===== src/rtl/dmem_arbiter_if.sv =====
`default_nettype none
// +----------------------------------------------------------------------------+
// | dmem_arbiter_if                                                            |
// | Requester/RAM bundle for the data-RAM arbiter: CPU port, DMA port, RAM.    |
// | Rev 1.0                                                                    |
// +----------------------------------------------------------------------------+
interface dmem_arbiter_if #(
   parameter int AW = 32
);
   logic          cpu_req;
   logic          cpu_we;
   logic [AW-1:0] cpu_addr;
   logic [31:0]   cpu_wdata;
   logic          cpu_gnt;
   logic          cpu_rvalid;
   logic [31:0]   cpu_rdata;

   logic          dma_req;
   logic [AW-1:0] dma_addr;
   logic          dma_gnt;
   logic          dma_rvalid;
   logic [31:0]   dma_rdata;

   logic [AW-1:0] ram_addr;
   logic [31:0]   ram_din;
   logic          ram_we;
   logic [31:0]   ram_dout;

   // Arbiter side
   modport slave (
      input  cpu_req, cpu_we, cpu_addr, cpu_wdata, dma_req, dma_addr, ram_dout,
      output cpu_gnt, cpu_rvalid, cpu_rdata, dma_gnt, dma_rvalid, dma_rdata,
             ram_addr, ram_din, ram_we
   );

   // Requester / RAM side
   modport master (
      output cpu_req, cpu_we, cpu_addr, cpu_wdata, dma_req, dma_addr, ram_dout,
      input  cpu_gnt, cpu_rvalid, cpu_rdata, dma_gnt, dma_rvalid, dma_rdata,
             ram_addr, ram_din, ram_we
   );
endinterface
`default_nettype wire


===== src/rtl/dmem_arbiter.sv =====
`default_nettype none
// +----------------------------------------------------------------------------+
// | dmem_arbiter                                                               |
// | CPU-priority arbiter for the single-port data RAM with a DMA read port     |
// | protected by a starvation counter. DMEM_ARB_STATS_EN adds stall/grant      |
// | statistics outputs.                                                        |
// | Rev 1.0                                                                    |
// +----------------------------------------------------------------------------+
module dmem_arbiter #(
   parameter int AW       = 32,
   parameter int MAX_WAIT = 4,
   parameter int CW       = 4
) (
   input  wire logic      clk,
   input  wire logic      rst_n,
   dmem_arbiter_if.slave  bus
`ifdef DMEM_ARB_STATS_EN
   ,
   output logic [15:0]    cpu_stall_cnt,
   output logic [15:0]    dma_grant_cnt
`endif
);

   localparam logic [CW-1:0] c_MAX_WAIT = CW'(MAX_WAIT);
   localparam logic [CW-1:0] c_ONE      = CW'(1);

   logic [CW-1:0] r_waitCnt;
   logic          r_cpuRvalid;
   logic          r_dmaRvalid;
   logic          w_forceDma;
   logic          w_cpuGnt;
   logic          w_dmaGnt;
   logic [AW-1:0] w_ramAddr;

   // DMA overrides CPU priority once it has been denied MAX_WAIT cycles in a row
   assign w_forceDma = bus.dma_req & (r_waitCnt == c_MAX_WAIT);
   assign w_cpuGnt   = bus.cpu_req & ~w_forceDma;
   assign w_dmaGnt   = bus.dma_req & ~w_cpuGnt;
   assign w_ramAddr  = w_dmaGnt ? bus.dma_addr : bus.cpu_addr;

   assign bus.cpu_gnt    = w_cpuGnt;
   assign bus.dma_gnt    = w_dmaGnt;
   assign bus.ram_addr   = w_ramAddr;
   assign bus.ram_din    = bus.cpu_wdata;
   assign bus.ram_we     = w_cpuGnt & bus.cpu_we;
   assign bus.cpu_rvalid = r_cpuRvalid;
   assign bus.dma_rvalid = r_dmaRvalid;
   assign bus.cpu_rdata  = bus.ram_dout;
   assign bus.dma_rdata  = bus.ram_dout;

   always_ff @(posedge clk or negedge rst_n) begin
      if (!rst_n) begin
         r_waitCnt   <= '0;
         r_cpuRvalid <= 1'b0;
         r_dmaRvalid <= 1'b0;
      end else begin
         r_cpuRvalid <= w_cpuGnt & ~bus.cpu_we;
         r_dmaRvalid <= w_dmaGnt;
         if (bus.dma_req & ~w_dmaGnt) begin
            if (r_waitCnt != c_MAX_WAIT) begin
               r_waitCnt <= r_waitCnt + c_ONE;
            end
         end else begin
            r_waitCnt <= '0;
         end
      end
   end

`ifdef DMEM_ARB_STATS_EN
   logic [15:0] r_cpuStallCnt;
   logic [15:0] r_dmaGrantCnt;

   always_ff @(posedge clk or negedge rst_n) begin
      if (!rst_n) begin
         r_cpuStallCnt <= '0;
         r_dmaGrantCnt <= '0;
      end else begin
         if (bus.cpu_req & ~w_cpuGnt & (r_cpuStallCnt != 16'hFFFF)) begin
            r_cpuStallCnt <= r_cpuStallCnt + 16'd1;
         end
         if (w_dmaGnt & (r_dmaGrantCnt != 16'hFFFF)) begin
            r_dmaGrantCnt <= r_dmaGrantCnt + 16'd1;
         end
      end
   end

   assign cpu_stall_cnt = r_cpuStallCnt;
   assign dma_grant_cnt = r_dmaGrantCnt;
`endif

endmodule
`default_nettype wire


===== src/flat_wrapper.sv =====
// flat-port wrapper written by rule: the top's interface ports become plain ports
module dmem_arbiter_flat 
#(
   parameter int AW       = 32,
   parameter int MAX_WAIT = 4,
   parameter int CW       = 4
)
  (clk, rst_n, bus_cpu_req, bus_cpu_we, bus_cpu_addr, bus_cpu_wdata, bus_dma_req, bus_dma_addr, bus_ram_dout, bus_cpu_gnt, bus_cpu_rvalid, bus_cpu_rdata, bus_dma_gnt, bus_dma_rvalid, bus_dma_rdata, bus_ram_addr, bus_ram_din, bus_ram_we);
  dmem_arbiter_if #(.AW(AW)) bus_i ();
  input  wire logic clk;
  input  wire logic rst_n;
  input wire logic [$bits(bus_i.cpu_req)-1:0] bus_cpu_req;
  input wire logic [$bits(bus_i.cpu_we)-1:0] bus_cpu_we;
  input wire logic [$bits(bus_i.cpu_addr)-1:0] bus_cpu_addr;
  input wire logic [$bits(bus_i.cpu_wdata)-1:0] bus_cpu_wdata;
  input wire logic [$bits(bus_i.dma_req)-1:0] bus_dma_req;
  input wire logic [$bits(bus_i.dma_addr)-1:0] bus_dma_addr;
  input wire logic [$bits(bus_i.ram_dout)-1:0] bus_ram_dout;
  output wire logic [$bits(bus_i.cpu_gnt)-1:0] bus_cpu_gnt;
  output wire logic [$bits(bus_i.cpu_rvalid)-1:0] bus_cpu_rvalid;
  output wire logic [$bits(bus_i.cpu_rdata)-1:0] bus_cpu_rdata;
  output wire logic [$bits(bus_i.dma_gnt)-1:0] bus_dma_gnt;
  output wire logic [$bits(bus_i.dma_rvalid)-1:0] bus_dma_rvalid;
  output wire logic [$bits(bus_i.dma_rdata)-1:0] bus_dma_rdata;
  output wire logic [$bits(bus_i.ram_addr)-1:0] bus_ram_addr;
  output wire logic [$bits(bus_i.ram_din)-1:0] bus_ram_din;
  output wire logic [$bits(bus_i.ram_we)-1:0] bus_ram_we;
  assign bus_i.cpu_req = bus_cpu_req;
  assign bus_i.cpu_we = bus_cpu_we;
  assign bus_i.cpu_addr = bus_cpu_addr;
  assign bus_i.cpu_wdata = bus_cpu_wdata;
  assign bus_i.dma_req = bus_dma_req;
  assign bus_i.dma_addr = bus_dma_addr;
  assign bus_i.ram_dout = bus_ram_dout;
  assign bus_cpu_gnt = bus_i.cpu_gnt;
  assign bus_cpu_rvalid = bus_i.cpu_rvalid;
  assign bus_cpu_rdata = bus_i.cpu_rdata;
  assign bus_dma_gnt = bus_i.dma_gnt;
  assign bus_dma_rvalid = bus_i.dma_rvalid;
  assign bus_dma_rdata = bus_i.dma_rdata;
  assign bus_ram_addr = bus_i.ram_addr;
  assign bus_ram_din = bus_i.ram_din;
  assign bus_ram_we = bus_i.ram_we;
  dmem_arbiter #(.AW(AW), .MAX_WAIT(MAX_WAIT), .CW(CW)) u_core (.clk(clk), .rst_n(rst_n), .bus(bus_i));
endmodule

===== config.mk =====
export PLATFORM = sky130hd
export DESIGN_NAME = dmem_arbiter_flat
export DESIGN_NICKNAME = d
export VERILOG_FILES = /design/src/rtl/dmem_arbiter_if.sv /design/src/rtl/dmem_arbiter.sv /design/src/flat_wrapper.sv
export SDC_FILE = /design/constraint.sdc
export NUM_CORES = 1
export LEC_CHECK = 0
export ABC_CLOCK_PERIOD_IN_PS = 3000
export CORE_AREA = 5 5 99 101
export DETAILED_ROUTE_END_ITERATION = 8
export DIE_AREA = 0 0 104 106
export HOLD_SLACK_MARGIN = 0.03
export PLACE_DENSITY = 0.8
export SLEW_MARGIN = 20
export SYNTH_ARGS = -nofsm -noshare
export SYNTH_HDL_FRONTEND = slang
export SYNTH_SLANG_ARGS = --single-unit

===== constraint.sdc =====
create_clock -name clk -period 3 [get_ports clk]
set_clock_uncertainty 0.15 [all_clocks]
set_input_delay 0.75 -clock clk [delete_from_list [all_inputs] [get_ports clk]]
set_output_delay 0.75 -clock clk [all_outputs]
set_load 0.01 [all_outputs]

# After elaboration in Yosys (flattened, before gate mapping)
# Index checks and enable logic that the tools add are counted.
# word_totals
reg_bits	6
output_inout_bits	133
# op_classes
n_addsub	1
n_eq_ne	3
n_mux	3
bitwise	10
# ops
cell	n
$mux W32	1
$mux W4	2
$and A1 B1 Y1	6
$add A4 B1 Y4 const B	1
$eq A4 B3 Y1 const B	1
$ne A4 B3 Y1 const B	1
$not A1 Y1	4
$ne A2 B2 Y1 const B	1

# Longest topological paths before layout
# depth
depth_word	9
mapped_depth	6
ltp_nobuf	5

# Least setup slack after synthesis
# No wires, ideal clock.
# synth_timing
path_type	register to output
start	reg u_core.r_waitCnt[0]
end	out bus_ram_addr[18]
t_arrival_ns	1.521
path_slack_ns	0.579
stages_incl_launch_ff	7
n_path_buf	1
cell_sequence	dfrtp_1 > inv_1 > ha_1 > nand3b_1 > a21boi_4 > buf_6 > mux2_4
# synth_between
elab_chain_cells	7
# synth_lines
element	line	source
start: declaration	dmem_arbiter.sv:27	logic [CW-1:0] r_waitCnt;
start signal: assignment	dmem_arbiter.sv:61	r_waitCnt <= r_waitCnt + c_ONE;
$eq A4 B3 Y1	dmem_arbiter.sv:36	assign w_forceDma = bus.dma_req & (r_waitCnt == c_MAX_WAIT);
$and A1 B1 Y1	dmem_arbiter.sv:36	
$not A1 Y1	dmem_arbiter.sv:37	assign w_cpuGnt = bus.cpu_req & ~w_forceDma;
$and A1 B1 Y1	dmem_arbiter.sv:37	
$not A1 Y1	dmem_arbiter.sv:38	assign w_dmaGnt = bus.dma_req & ~w_cpuGnt;
$and A1 B1 Y1	dmem_arbiter.sv:38	
named net bus_dma_gnt	flat_wrapper.sv:22	output wire logic [$bits(bus_i.dma_gnt)-1:0] bus_dma_gnt;
$mux W32	dmem_arbiter.sv:39	assign w_ramAddr = w_dmaGnt ? bus.dma_addr : bus.cpu_addr;
end: declaration	flat_wrapper.sv:25	output wire logic [$bits(bus_i.ram_addr)-1:0] bus_ram_addr;
# The timed path passes the listed nets, and every way through them passes these cells.

# Worst setup path in the final report
# layout_timing
start	in bus_dma_req
end	out bus_ram_addr[28]
# layout_between
elab_chain_cells	6
# layout_lines
element	line	source
start: declaration	flat_wrapper.sv:16	input wire logic [$bits(bus_i.dma_req)-1:0] bus_dma_req;
$and A1 B1 Y1	dmem_arbiter.sv:36	
$not A1 Y1	dmem_arbiter.sv:37	
$and A1 B1 Y1	dmem_arbiter.sv:37	
$not A1 Y1	dmem_arbiter.sv:38	
$and A1 B1 Y1 *	dmem_arbiter.sv:38	
$mux W32 *	dmem_arbiter.sv:39	
# Every way passes the cells marked *; elsewhere a longest branch is shown, timed or not.

==> results summary <==
In this run the power density over the cells is 226.8 nW/um2. The average wire per cell in the routed design came out at 14.81 um. Yosys printed 0 warnings.

The static leakage power is 0.9644 nW. The last weighted congestion value of the routability-driven placer came out at 0.6936. The worst setup path is of the in -> out kind.

The end-of-flow core utilization is 23.98%. The number of pins exceeding their max-slew limit in the final report came out at 0. With fillers left out, the area of the finished cells amounts to 2142 um2. In this run the most critical hold path is launched from u_core.r_waitCnt[3]. The worst hold path terminates at u_core.r_waitCnt[3].

The slack of the worst reg-to-reg path is 1.53 ns. The total of endpoints with negative setup slack in the final report came out at 0. The initial standard-cell utilization of the core came out at 16.85%. After clock tree synthesis, the clock-pin slew on the worst setup and hold paths is 0.03 ns. The cell area after placement is 1991 um2. The register bit count reported by yosys came out at 6. The worst hold path stage count came out at 2. The data arrival time at the worst-slack endpoint is 2.03 ns. The clock period minus final worst setup slack came out at 2.934 ns. The remaining routing DRC violations came out at 0. The number of detailed-route iterations in the first pass came out at 4. The total power of the final layout is 0.4857 mW. The fraction of post-synthesis cell area in the top cell type by area is 47.88%.

In this run the worst hold path is classified as reg -> reg. The clock insertion delay at the later pin of the skew report came out at 0.22 ns. The layout overhead on the synthesized area is 42.31%. The H-tree level count is 1. TritonCTS built the clock tree. Entering global routing, the biggest net connects 9 pins. The netlist area before placement is 1505 um2. The number of hold violations in the final report is 0. Adding up every negative setup slack in the final design gives 0 ns. The row count came out at 35. Yosys attributes the largest share of cell area to sky130_fd_sc_hd__buf_4, sky130_fd_sc_hd__mux2_4, sky130_fd_sc_hd__dfrtp_1. Once detailed placement completed, the half-perimeter wirelength came to 3.340 mm. The maximum net fanout on the critical path is 4. Summed over all layers, the routed wires come to 4.413 mm.

The number of distinct standard cells referenced by the synthesized netlist came out at 16. The die is 106 um tall. Global routing finished with a remaining overflow of 0.

The number of antenna-violating nets in the routed design is 0. When the netlist entered floorplanning its net count stood at 292. The total track usage came out at 7.452%. The required time reported for the critical path endpoint came out at 2.10 ns.

The total of max-cap violations is 0. The first-pass GRT wire length came out at 6.492 mm. Clock tree synthesis selected as its root buffer the cell sky130_fd_sc_hd__clkbuf_8. The highest attainable clock frequency is 340.8 MHz. The launching element type of the critical path is an input port. The number of sinks driven by the clock tree is 6. The post-synthesis sequential area ratio is 9.975%. The share of the clock period used by the worst path after layout is 97.82%.

In this run the critical register-to-register path is captured at u_core.bus.dma_rvalid. The fraction of final layout cells with drive strength greater than 1 came out at 44.39%. For this block, the initial DRC count from the detailed router was 11. STA classifies the critical path endpoint as a primary output. The flow ran to the end, and the final reports show no timing, DRC or antenna violations. The number of buffers on the longest clock path is 2.

The fill cell total of the finished layout is 978. Pin placement for this block handled 266 I/O pins. The placeable core area is 8934 um2. Buffers placed on the I/O ports in this run total 105. The initial antenna violation count came out at 0. The number of antenna diodes came out at 0. The average vias per placed instance is 3.564. The die outline width is 104 um. The post-synthesis cell count came out at 157.

The cell count of the worst reg-to-reg path is 7. The area enclosed by the die boundary is 11,020 um2. The number of global-route vias before repair came out at 1,274. The maximum vdd drop is 0.08453 mV.

For the pin with the worst max-slew slack, the measured transition is 0.2937 ns. The largest total area in the synthesized netlist belongs to sky130_fd_sc_hd__buf_4. The synthesized area divided by synthesized cell count came out at 9.587 um2. Across all layers, the routed design uses 1,062 vias. In this run the critical register-to-register path is launched from u_core.r_waitCnt[0].

The remaining max-slew budget at the tightest pin came out at 80.36%. The total CTS buffers is 3. The number of nets in the finished design is 324.
-- metal layers --
| layer | track usage (%) | share of wire [%] | vias to the layer above | wire, um |
|---|---|---|---|---|
| met5 | 0 | 0 | - | 0 |
| met4 | 3.885 | 2.8 | 0 | 123 |
| met3 | 4.189 | 14 | 22 | 628 |
| met2 | 12.93 | 50 | 99 | 2192 |
| met1 | 6.996 | 33 | 470 | 1468 |
| li1 | - | - | 471 | - |
-- area by class of cell --
cell class              instances  area (um2)  share of cell area, %
multi-input cells              48       588.1                  27.45
repair buffers                126        1209                  56.43
well taps                     111       138.9                  6.484
inverters                       4       15.01                 0.7009
flip-flops and latches          6       150.1                  7.009
clock buffers                   3       41.29                  1.928
-- synthesized netlist by cell type --
master,n
sky130_fd_sc_hd__a21boi_4,1
sky130_fd_sc_hd__buf_4,96
sky130_fd_sc_hd__nand3b_1,1
sky130_fd_sc_hd__inv_1,4
sky130_fd_sc_hd__buf_6,3
sky130_fd_sc_hd__xor2_1,1
sky130_fd_sc_hd__and3_1,1
sky130_fd_sc_hd__ha_1,2
sky130_fd_sc_hd__nand2_1,1
sky130_fd_sc_hd__mux2_4,29
sky130_fd_sc_hd__nor2_1,5
sky130_fd_sc_hd__xnor2_1,1
sky130_fd_sc_hd__nand4b_1,1
sky130_fd_sc_hd__nand3_1,2
sky130_fd_sc_hd__mux2_2,3
sky130_fd_sc_hd__dfrtp_1,6
-- layout by cell type, fill, tap and decap left out --
| master | count |
|---|---|
| sky130_fd_sc_hd__buf_8 | 2 |
| sky130_fd_sc_hd__dlygate4sd2_1 | 5 |
| sky130_fd_sc_hd__clkbuf_8 | 3 |
| sky130_fd_sc_hd__nand3b_1 | 1 |
| sky130_fd_sc_hd__nand3_1 | 2 |
| sky130_fd_sc_hd__mux2_2 | 3 |
| sky130_fd_sc_hd__buf_4 | 10 |
| sky130_fd_sc_hd__nand4b_1 | 1 |
| sky130_fd_sc_hd__nand2_1 | 1 |
| sky130_fd_sc_hd__ha_1 | 1 |
| sky130_fd_sc_hd__a21boi_4 | 1 |
| sky130_fd_sc_hd__xor2_1 | 1 |
| sky130_fd_sc_hd__nor2_1 | 5 |
| sky130_fd_sc_hd__and3_1 | 1 |
| sky130_fd_sc_hd__buf_2 | 14 |
| sky130_fd_sc_hd__clkdlybuf4s50_1 | 70 |
| sky130_fd_sc_hd__xnor2_1 | 1 |
| sky130_fd_sc_hd__buf_16 | 1 |
| sky130_fd_sc_hd__clkdlybuf4s15_2 | 1 |
| sky130_fd_sc_hd__bufbuf_16 | 1 |
| sky130_fd_sc_hd__clkbuf_2 | 8 |
| sky130_fd_sc_hd__clkdlybuf4s15_1 | 5 |
| sky130_fd_sc_hd__dfrtp_1 | 6 |
| sky130_fd_sc_hd__mux2_4 | 29 |
| sky130_fd_sc_hd__ha_2 | 1 |
| sky130_fd_sc_hd__buf_12 | 3 |
| sky130_fd_sc_hd__inv_1 | 4 |
| sky130_fd_sc_hd__buf_6 | 6 |
-- what timing repair did --
action,4_1_cts,5_1_grt
endpoints found under the setup margin,34,28
hold buffers,0,0
gates cloned,3,0
setup buffers,12,2
hold endpoints to repair,0,0
gates resized for setup,106,13
pin swaps,1,0
-- how the worst max path moves through the flow --
stage                        to                start  slack, ns
4_1_cts        bus_ram_addr[22]          bus_dma_req      0.006
5_1_grt         bus_ram_addr[3]  u_core.r_waitCnt[0]     -0.006
6_report       bus_ram_addr[28]          bus_dma_req       0.07
2_1_floorplan  bus_ram_addr[18]  u_core.r_waitCnt[0]       0.58
3_3_place_gp   bus_ram_addr[28]          bus_dma_req      -0.45
3_5_place_dp   bus_ram_addr[28]          bus_dma_req      -0.50
-- state kept, by name, summed over array words and instances, names as in the netlist --
register,cells
u_core.r_waitCnt,4
u_core.bus.cpu_rvalid,1
u_core.bus.dma_rvalid,1
-- kinds of logic (layout without fill, tap and decap cells) --
logic type | Yosys count | count (layout) | synth area share (%)
fa+ha+maj | 2 | 2 | 1.662
compound gates | 1 | 1 | 1.247
mux | 32 | 32 | 31.17
xor+xnor | 2 | 2 | 1.164
buf+inv | 103 | 133 | 51.12
flops | 6 | 6 | 9.975
simple gates | 11 | 11 | 3.658
-- power by group --
group	total (mW)	switching (mW)	internal, mW
sequential	0.0853	0.00127	0.0840
clock	0.120	0.0343	0.0862
combinational	0.280	0.0866	0.193
-- worst max-delay path, cell delays in order --
cell                            delay (ns)
sky130_fd_sc_hd__dlygate4sd2_1        0.22
sky130_fd_sc_hd__a21boi_4             0.20
sky130_fd_sc_hd__buf_6                0.14
sky130_fd_sc_hd__bufbuf_16            0.26
sky130_fd_sc_hd__mux2_2               0.32
sky130_fd_sc_hd__buf_2                0.14
-- per-stage QoR --
step,worst slack [ns],hold WS (ns),std cells
2_1_floorplan,0.5786,0.3042,157
3_3_place_gp,-0.4548,0.3626,279
5_1_grt,-0.005719,0.4727,298
4_1_cts,0.006159,0.4045,297
3_5_place_dp,-0.4960,0.3934,279
6_report,0.06552,0.4040,298
Note: power is estimated with default switching activity, not from simulation.
